## src/rtl/blit_executor.sv

```systemverilog
// Blitter command executor: pops commands from the FIFO head, tracks the destination surface,
// and walks FILL_RECT rectangles row-major, issuing one 8bpp pixel write per accepted beat.
module blit_executor #(
    parameter int ADDR_W = 32,
    parameter int DIM_W  = 16
) (
    input  logic              clock,
    input  logic              reset,
    input  logic [95:0]       cmd_in,
    input  logic              cmd_in_valid,
    output logic              next_cmd,
    output logic [ADDR_W-1:0] pix_addr,
    output logic [7:0]        pix_data,
    output logic              pix_valid,
    input  logic              pix_ready,
    output logic              busy,
    output logic              cmd_error
);

    typedef enum logic [2:0] {
        IDLE  = 3'd0,
        POP   = 3'd1,
        SETUP = 3'd2,
        DRAW  = 3'd3,
        WAIT  = 3'd4
    } state_t;

    localparam logic [3:0] OP_SET_DEST  = 4'd1;
    localparam logic [3:0] OP_FILL_RECT = 4'd2;

    state_t              state_reg, state_next;
    logic [95:0]         cmd_reg;
    logic [ADDR_W-1:0]   dest_base_reg;
    logic [DIM_W-1:0]    dest_stride_reg;
    logic [ADDR_W-1:0]   row_addr_reg;
    logic [DIM_W-1:0]    xc_reg;
    logic [DIM_W-1:0]    rows_left_reg;
    logic                cmd_error_reg;

    // Decoded fields of the latched command.
    logic [3:0]          opcode;
    logic [DIM_W-1:0]    fx, fy, fw, fh;
    logic [7:0]          colour;
    logic [2*DIM_W-1:0]  row_offset;
    logic [DIM_W:0]      col;
    logic                row_end;
    logic                last_pixel;
    logic                accept;
    logic                unused_bits;

    assign opcode      = cmd_reg[95:92];
    assign fx          = cmd_reg[15:0];
    assign fy          = cmd_reg[31:16];
    assign fw          = cmd_reg[47:32];
    assign fh          = cmd_reg[63:48];
    assign colour      = cmd_reg[71:64];
    assign unused_bits = ^cmd_reg[91:72];

    assign row_offset  = fy * dest_stride_reg;
    // x+xc keeps its carry so a column past 0xFFFF still lands at the right byte.
    assign col         = {1'b0, fx} + {1'b0, xc_reg};
    assign row_end     = (xc_reg == fw - DIM_W'(1));
    assign last_pixel  = row_end && (rows_left_reg == DIM_W'(1));
    assign accept      = pix_valid && pix_ready;

    assign pix_addr    = row_addr_reg + ADDR_W'(col);
    assign pix_data    = colour;
    assign busy        = (state_reg != IDLE);
    assign cmd_error   = cmd_error_reg;

    always_comb begin
        state_next = state_reg;
        next_cmd   = 1'b0;
        pix_valid  = 1'b0;
        case (state_reg)
            IDLE: begin
                if (cmd_in_valid) state_next = POP;
            end
            POP: begin
                next_cmd = 1'b1;
                if (opcode == OP_FILL_RECT && fw != '0 && fh != '0)
                    state_next = SETUP;
                else
                    state_next = WAIT;
            end
            SETUP: state_next = DRAW;
            DRAW: begin
                pix_valid = 1'b1;
                if (pix_ready && last_pixel) state_next = WAIT;
            end
            WAIT:    state_next = IDLE;
            default: state_next = IDLE;
        endcase
    end

    always_ff @(posedge clock) begin
        if (reset) begin
            state_reg       <= IDLE;
            cmd_reg         <= '0;
            dest_base_reg   <= '0;
            dest_stride_reg <= '0;
            row_addr_reg    <= '0;
            xc_reg          <= '0;
            rows_left_reg   <= '0;
            cmd_error_reg   <= 1'b0;
        end else begin
            state_reg <= state_next;
            case (state_reg)
                IDLE: begin
                    if (cmd_in_valid) cmd_reg <= cmd_in;
                end
                POP: begin
                    if (opcode == OP_SET_DEST) begin
                        dest_base_reg   <= cmd_reg[31:0];
                        dest_stride_reg <= cmd_reg[47:32];
                    end
                    if (opcode > OP_FILL_RECT) cmd_error_reg <= 1'b1;
                end
                SETUP: begin
                    row_addr_reg  <= dest_base_reg + ADDR_W'(row_offset);
                    xc_reg        <= '0;
                    rows_left_reg <= fh;
                end
                DRAW: begin
                    if (accept) begin
                        if (row_end) begin
                            xc_reg        <= '0;
                            row_addr_reg  <= row_addr_reg + {{(ADDR_W-DIM_W){1'b0}}, dest_stride_reg};
                            rows_left_reg <= rows_left_reg - DIM_W'(1);
                        end else begin
                            xc_reg <= xc_reg + DIM_W'(1);
                        end
                    end
                end
                default: ;
            endcase
        end
    end

endmodule

```

## config.mk

```make
export PLATFORM = sky130hd
export DESIGN_NAME = blit_executor
export DESIGN_NICKNAME = d
export VERILOG_FILES = /design/src/rtl/blit_executor.sv
export SDC_FILE = /design/constraint.sdc
export NUM_CORES = 1
export LEC_CHECK = 0
export CORE_UTILIZATION = 61
export DETAILED_ROUTE_END_ITERATION = 6
export GPL_ROUTABILITY_DRIVEN = 0
export GPL_TIMING_DRIVEN = 0
export PLACE_DENSITY = 0.78
export SETUP_SLACK_MARGIN = 0.2
export SLEW_MARGIN = 20
export SYNTH_ARGS = -nofsm -noshare
export SYNTH_HDL_FRONTEND = slang
export SYNTH_SLANG_ARGS = --single-unit
export TNS_END_PERCENT = 1
```

## constraint.sdc

```tcl
create_clock -name clock -period 9.4 [get_ports clock]
set_clock_uncertainty 0.1 [all_clocks]
set_input_delay 1.41 -clock clock [delete_from_list [all_inputs] [get_ports clock]]
set_output_delay 1.41 -clock clock [all_outputs]
set_load 0.1 [all_outputs]
```

==> metrics.md, run 1 <==
| Metric | Value |
|---|---|
| Maximum fanout along the worst path | `10` |
| Final WL | `59000 um` |
| Placed cell count | `2998` |
| IO Count | `144` |
| Final Setup Violations | `0` |
| Clock sink total | `192` |
| Status | `finished with violations` |
| Root buf cell | `clkbuf_16` |
| Slew margin rel. | `0.292` |
| Vias per inst | `5.91` |
| Synth area leader | `fa_1` |
| CTS tree | `done` |
| N_diodes | `0` |
| Yosys cell types | `67` |
| Worst flop-to-flop path endpoint | `row_addr_reg[30]` |
| Final #Nets | `3093` |
| Area delta synth->final | `11.9%` |
| Hold endpoint | `cmd_reg[69]` |
| # hold bufs at CTS | `0` |
| Worst Min Path Start | `cmd_reg[69]` |
| Die extent in x | `182 um` |
| Row count | `65` |
| Worst hold-check path type | `reg -> reg` |
| Commonest non-fill, non-tap cell in the layout | `nand2_1` |
| DR iter-0 viols | `1535` |
| Worst-margin pin slew | `1.06 ns` |
| Non-Filler Instances | `3030` |
| Post-synthesis register bit count | `192` |
| Post-layout total power | `2680 uW` |
| Post-Synthesis Cells | `2474` |
| Remaining Overflow, GRT | `0` |
| Most frequent cells in the layout | `nand2_1 (473), inv_1 (367), fa_1 (243)` |
| CP startpoint kind | `flop` |
| Slew Limit Fails | `0` |
| Avg Inst Size Synth | `7.99 sq um` |
| DR DRC count | `4` |
| Setup_tns | `0 ns` |
| R2R Setup Slk | `1.35 ns` |
| Drt first pass iters | `7` |
| Htree depth | `4` |
| CP max stage cell | `clkbuf_1` |
| RSZ-0062 raised after global routing | `false` |
| Post-DRT Antenna Nets | `0` |
| All-layer global routing usage | `0.373` |
| Largest delay share family, worst path | `adder cells` |
| Max-Cap Viols | `0` |
| CP max stage delay | `0.65 ns` |
| Share of cells above drive strength 1 | `0.0225` |
| Leakage | `0.00981 uW` |
| Peak supply drop | `0.000187 V` |
| Cells on worst reg2reg path | `25` |
| WHS | `0.357 ns` |
| Most area-consuming cells after synthesis | `fa_1 (25%), dfxtp_1 (19%), nand2_1 (9.0%)` |
| Most used cell, CP | `fa_1` |
| Post-route minimum period | `8.05 ns` |
| TritonCTS buffer count | `17` |
| Mapped cell area | `19800 sq um` |
| Die Y-Extent | `182 um` |
| Final period util | `0.857` |
| Worst-Skew Late Latency | `0.47 ns` |
| Post-synth EDFFs | `0` |
| Post-CTS Resized | `0` |
| Fmax | `124 MHz` |
| R2r startpoint | `dest_stride_reg[8]` |
| Failing checks | `DRC` |
| Arrival time worst endpoint | `8.30 ns` |
| Post-Route Utilization | `0.697` |
| Antenna violations before repair | `1` |
| Hold Crit Depth | `2` |
| Wire length per cell | `19.5 um` |
| Dominant synthesized flop cell | `dfxtp_1` |
| Pwr per Cell Area | `121 nW/um^2` |
| Post-synthesis sequential area ratio | `0.195` |
| DP HPWL | `46800 um` |
| Synthesized net count | `2952` |
| Max reg flops | `76` |
| Vias in the first global route | `18300` |
| Die area | `33100 sq um` |
| Critical path buffers and inverters | `8` |
| Port Buffers | `122` |
| Initial Utilization | `0.623` |
| Hold Vio Cnt, Final | `0` |
| Synth Warn # | `0` |
| Worst path required time | `9.65 ns` |
| First-pass GRT wire length | `95300 um` |
| CTS Buffer Depth | `2` |
| Clock Pin Slew Worst Setup and Hold Paths | `0.08 ns` |
| CP Class | `reg -> reg` |
| Postcts setup bufs | `0` |
| DR vias | `17900` |
| Pin count of the biggest net entering global routing | `20` |
| Worst Setup End Kind | `flop` |
| Core footprint | `31700 sq um` |
| Post-synthesis async set-or-reset flop share | `0` |
| Yosys top cell area share | `0.246` |
## stage by stage
stage | cell area, sq um | setup slack, ns
final | 22100 | 1.35
after global routing | 22100 | 1.06
after CTS | 22100 | 1.55
after detailed placement | 21500 | 1.60
after global placement | 21500 | 1.70
after floorplan | 19800 | 2.89
## worst register-to-register path: stages (launching register included)
cell and delay [ns]:
dfxtp_1 0.36, clkbuf_1 0.65, clkbuf_1 0.46, nand2_1 0.14
fa_1 0.53, inv_1 0.05, fa_1 0.50, inv_1 0.05
fa_1 0.54, inv_1 0.06, fa_1 0.47, fa_1 0.50
inv_1 0.05, fa_1 0.48, inv_1 0.04, ha_1 0.29
clkbuf_1 0.20, nand4_1 0.20, nor2_1 0.08, a41oi_1 0.35
a41oi_1 0.24, a2111oi_0 0.63, o31ai_1 0.21, o41ai_1 0.33
mux2i_1 0.31, nand2_1 0.09
## synthesized netlist by cell type (4+ instances only)
cell	count
nor4_1	7
xnor2_1	56
nor2b_1	6
o21a_1	17
a22oi_1	9
and3_1	15
or2_2	4
nor2_1	109
clkbuf_1	116
xor2_1	40
nor3_1	36
ha_1	135
nand4_1	11
nand2_1	473
o31ai_1	7
nand3_1	37
or3_1	9
o21bai_1	5
inv_1	367
nor3b_1	4
nand2b_1	15
nor4b_1	5
a311oi_1	4
a21o_1	17
buf_4	10
a211oi_1	32
o22ai_1	4
fa_1	243
dfxtp_1	192
or4_1	5
buf_2	7
and2_1	122
a31oi_1	15
o21ai_1	10
o211ai_1	8
o32ai_1	5
o21ai_0	65
a21oi_1	203
## worst max path at each step
stage	end	from	cells past startpoint
2_1_floorplan	row_addr_reg[31]	dest_stride_reg[7]	26
3_3_place_gp	row_addr_reg[30]	dest_stride_reg[8]	25
3_5_place_dp	row_addr_reg[30]	dest_stride_reg[8]	25
4_1_cts	row_addr_reg[30]	dest_stride_reg[8]	25
5_1_grt	row_addr_reg[30]	dest_stride_reg[8]	25
6_report	row_addr_reg[30]	dest_stride_reg[8]	25
## per-layer routing
metal | part of all wire | vias to the layer above | GRT usage
met5 | 0.00022 | - | 0
met4 | 0.056 | 2 | 0.195
met3 | 0.091 | 233 | 0.0716
met2 | 0.47 | 928 | 0.628
met1 | 0.38 | 8590 | 0.454
li1 | - | 8161 | -
## cell type report
class / instances / area (sq um)
well taps: 402 / 503
multi-input cells: 1778 / 14000
repair buffers: 122 / 1220
fillers: 2584 / 9610
inverters: 367 / 1380
plain buffers: 137 / 576
clock inverters: 14 / 194
clock buffers: 18 / 429
flip-flops and latches: 192 / 3840
## cells by family after synthesis
| kind of cell | count (synthesis) | synth area share |
|---|---|---|
| flops | 192 | 0.195 |
| fa+ha+maj | 378 | 0.332 |
| xor+xnor | 96 | 0.0426 |
| mux | 3 | 0.00152 |
| buf+inv | 504 | 0.0989 |
| compound gates | 429 | 0.130 |
| simple gates | 872 | 0.201 |
## power by group
part	internal, uW	switching [uW]	total, uW
logic	275	645	920
registers	876	90.8	967
clock network	408	380	788
total	1560	1120	2680
Note: power is estimated with default switching activity, not from simulation.
==> run 2: changes to the inputs <==
SKIP_CTS_REPAIR_TIMING = 1   (was unset)
SLEW_MARGIN = 10   (was 20)
==> results of run 2 <==
Final layout, timing and power as in run 1 (identical DEF).
==> run 3: changes to the inputs <==
CORE_UTILIZATION = 62   (was 61)
DONT_BUFFER_PORTS = 1   (was unset)
PLACE_DENSITY = 0.74   (was 0.78)
==> run 3 against run 2 <==
Effect of this change:
- the run now ends clean
- sequential cell count unchanged
- cell count fell by 4.2%
- critical path depth unchanged
- global-route usage shrank 0.17 points
- highest routed layer unchanged
- non-clock buffer count down 120
- sequential share of layout area grew 0.79 points
- worst hold slack got worse by 0.00070 ns
- clock-buffer cell count did not move
- clock power shrank 0.6%
==> metrics.md, run 3 (synthesis gave the netlist of run 1 again) <==
| Metric | Value |
|---|---|
| Status | `finished, final reports clean (was finished with violations)` |
| Vias in the first global route | `17400 (was 18300)` |
| Worst Min Path Start | `cmd_reg[70] (was cmd_reg[69])` |
| DR iter-0 viols | `1486 (was 1535)` |
| Most used cell, CP | `fa_1 (unchanged)` |
| Worst hold-check path type | `reg -> reg (unchanged)` |
| Worst Setup End Kind | `flop (unchanged)` |
| Wire length per cell | `19.9 um (was 19.5 um)` |
| Worst-margin pin slew | `1.26 ns (was 1.06 ns)` |
| Max reg flops | `76 (unchanged)` |
| All-layer global routing usage | `0.371 (was 0.373)` |
| Area after DPL | `20500 sq um (was 21500 sq um)` |
| RSZ-0062 raised after global routing | `false (unchanged)` |
| Most frequent cells in the layout | `nand2_1 (473), inv_1 (367), fa_1 (243) (unchanged)` |
| Share of cells above drive strength 1 | `0.0367 (was 0.0225)` |
| Peak supply drop | `0.000170 V (was 0.000187 V)` |
| Final Setup Violations | `0 (unchanged)` |
| Hold Vio Cnt, Final | `0 (unchanged)` |
| Pin count of the biggest net entering global routing | `18 (was 20)` |
| Maximum fanout along the worst path | `10 (unchanged)` |
| Final Cell Area | `21100 sq um (was 22100 sq um)` |
| DP HPWL | `46100 um (was 46800 um)` |
| Final period util | `0.851 (was 0.857)` |
| Initial Utilization | `0.638 (was 0.623)` |
| Row count | `64 (was 65)` |
| Leakage | `0.00946 uW (was 0.00981 uW)` |
| Clock sink total | `192 (unchanged)` |
| Area delta synth->final | `7.01% (was 11.9%)` |
| Setup_tns | `0 ns (unchanged)` |
| DR vias | `17200 (was 17900)` |
| Post-DRT Antenna Nets | `0 (unchanged)` |
| CP max stage delay | `0.64 ns (was 0.65 ns)` |
| First-pass GRT wire length | `92600 um (was 95300 um)` |
| Die area | `32600 sq um (was 33100 sq um)` |
| CTS tree | `done (unchanged)` |
| Vias per inst | `5.92 (was 5.91)` |
| CP max stage cell | `a2111oi_0 (was clkbuf_1)` |
| R2r startpoint | `dest_stride_reg[9] (was dest_stride_reg[8])` |
| Worst path required time | `9.64 ns (was 9.65 ns)` |
| Die extent in x | `181 um (was 182 um)` |
| Critical path origin | `dest_stride_reg[9] (was dest_stride_reg[8])` |
| Die Y-Extent | `181 um (was 182 um)` |
| Pwr per Cell Area | `123 nW/um^2 (was 121 nW/um^2)` |
| Final #Nets | `2973 (was 3093)` |
| Slew margin rel. | `0.157 (was 0.292)` |
| Final WL | `57900 um (was 59000 um)` |
| Root buf cell | `clkbuf_16 (unchanged)` |
| Max-Cap Viols | `0 (unchanged)` |
| Post-route minimum period | `8.00 ns (was 8.05 ns)` |
| Clock Pin Slew Worst Setup and Hold Paths | `0.07 ns (was 0.08 ns)` |
| Worst-Skew Late Latency | `0.47 ns (about the same)` |
| CTS Buffer Depth | `2 (unchanged)` |
| CP startpoint kind | `flop (unchanged)` |
| Arrival time worst endpoint | `8.24 ns (was 8.30 ns)` |
| Drt first pass iters | `7 (unchanged)` |
| Remaining Overflow, GRT | `0 (unchanged)` |
| Port Buffers | `0 (was 122)` |
| Antenna violations before repair | `2 (was 1)` |
| IO Count | `144 (unchanged)` |
| Fmax | `125 MHz (was 124 MHz)` |
| Core footprint | `31000 sq um (was 31700 sq um)` |
| Commonest non-fill, non-tap cell in the layout | `nand2_1 (unchanged)` |
| Htree depth | `4 (unchanged)` |
| TritonCTS buffer count | `17 (unchanged)` |
| CP Class | `reg -> reg (unchanged)` |
| DR DRC count | `0 (was 4)` |
| Slew Limit Fails | `0 (unchanged)` |
## run 3: cell count changes in the layout (fill, tap and decap cells not counted), sizes merged, moves of 2 or more
| cell | before | now |
|---|---|---|
| buf | 21 | 23 |
| clkinv | 5 | 2 |
| clkinvlp | 1 | 4 |
| clkdlybuf4s50 | 122 | 0 |
| inv | 373 | 371 |
## run 3: report_power, final
group          switching (uW)  leakage (uW)  internal (uW)
registers                96.7       0.00156            877
logic                     632       0.00762            214
clock network             354      0.000288            429
## run 3: stage by stage
step | util | total power [uW] | std cells | hold slack (ns) | worst slack [ns]
3_5_place_dp | 0.662 | 1820 | 2872 | 0.347 | 1.54
4_1_cts | 0.681 | 2590 | 2903 | 0.358 | 1.51
5_1_grt | 0.682 | 2700 | 2904 | 0.371 | 0.887
2_1_floorplan | - | 1600 | 2474 | 0.336 | 2.89
6_report | 0.682 | 2600 | 2904 | 0.356 | 1.40
3_3_place_gp | 0.654 | 1770 | 2870 | 0.341 | 1.67
## run 3: worst max-delay path: cells and delay by family (launching register included)
family / cells / cell delay (ns)
and+or+nand+nor: 4 / 0.48
DFF: 1 / 0.36
buffers and inverters: 8 / 1.51
muxes: 1 / 0.33
adders and majority gates: 7 / 3.26
AOI/OAI and AO/OA: 5 / 1.83
## run 3: final timing paths
check	to	slack, ns	cells after the start
worst min-delay path	cmd_reg[70]	0.36	2
worst min register to register	cmd_reg[70]	0.36	2
worst max-delay path	row_addr_reg[30]	1.40	25
worst max register to register	row_addr_reg[30]	1.40	25
## run 3: final cells by class
type,count,area (sq um)
Sequential cell,192,3840
Inverter,367,1380
Fill cell,2592,9850
Antenna cell,1,2.50
Timing Repair Buffer,2,32.5
Clock buffer,18,439
Tap cell,396,495
Buffer,137,577
Clock inverter,13,175
Multi-Input combinational cell,1778,14200
## run 3: metal layers
layer  GRT usage  vias to the layer above  wire length, um
met3      0.0768                      204             4950
met2       0.613                      798            27000
met5           0                        -                9
li1            -                     7912                -
met4       0.202                        2             3110
met1       0.456                     8264            22900
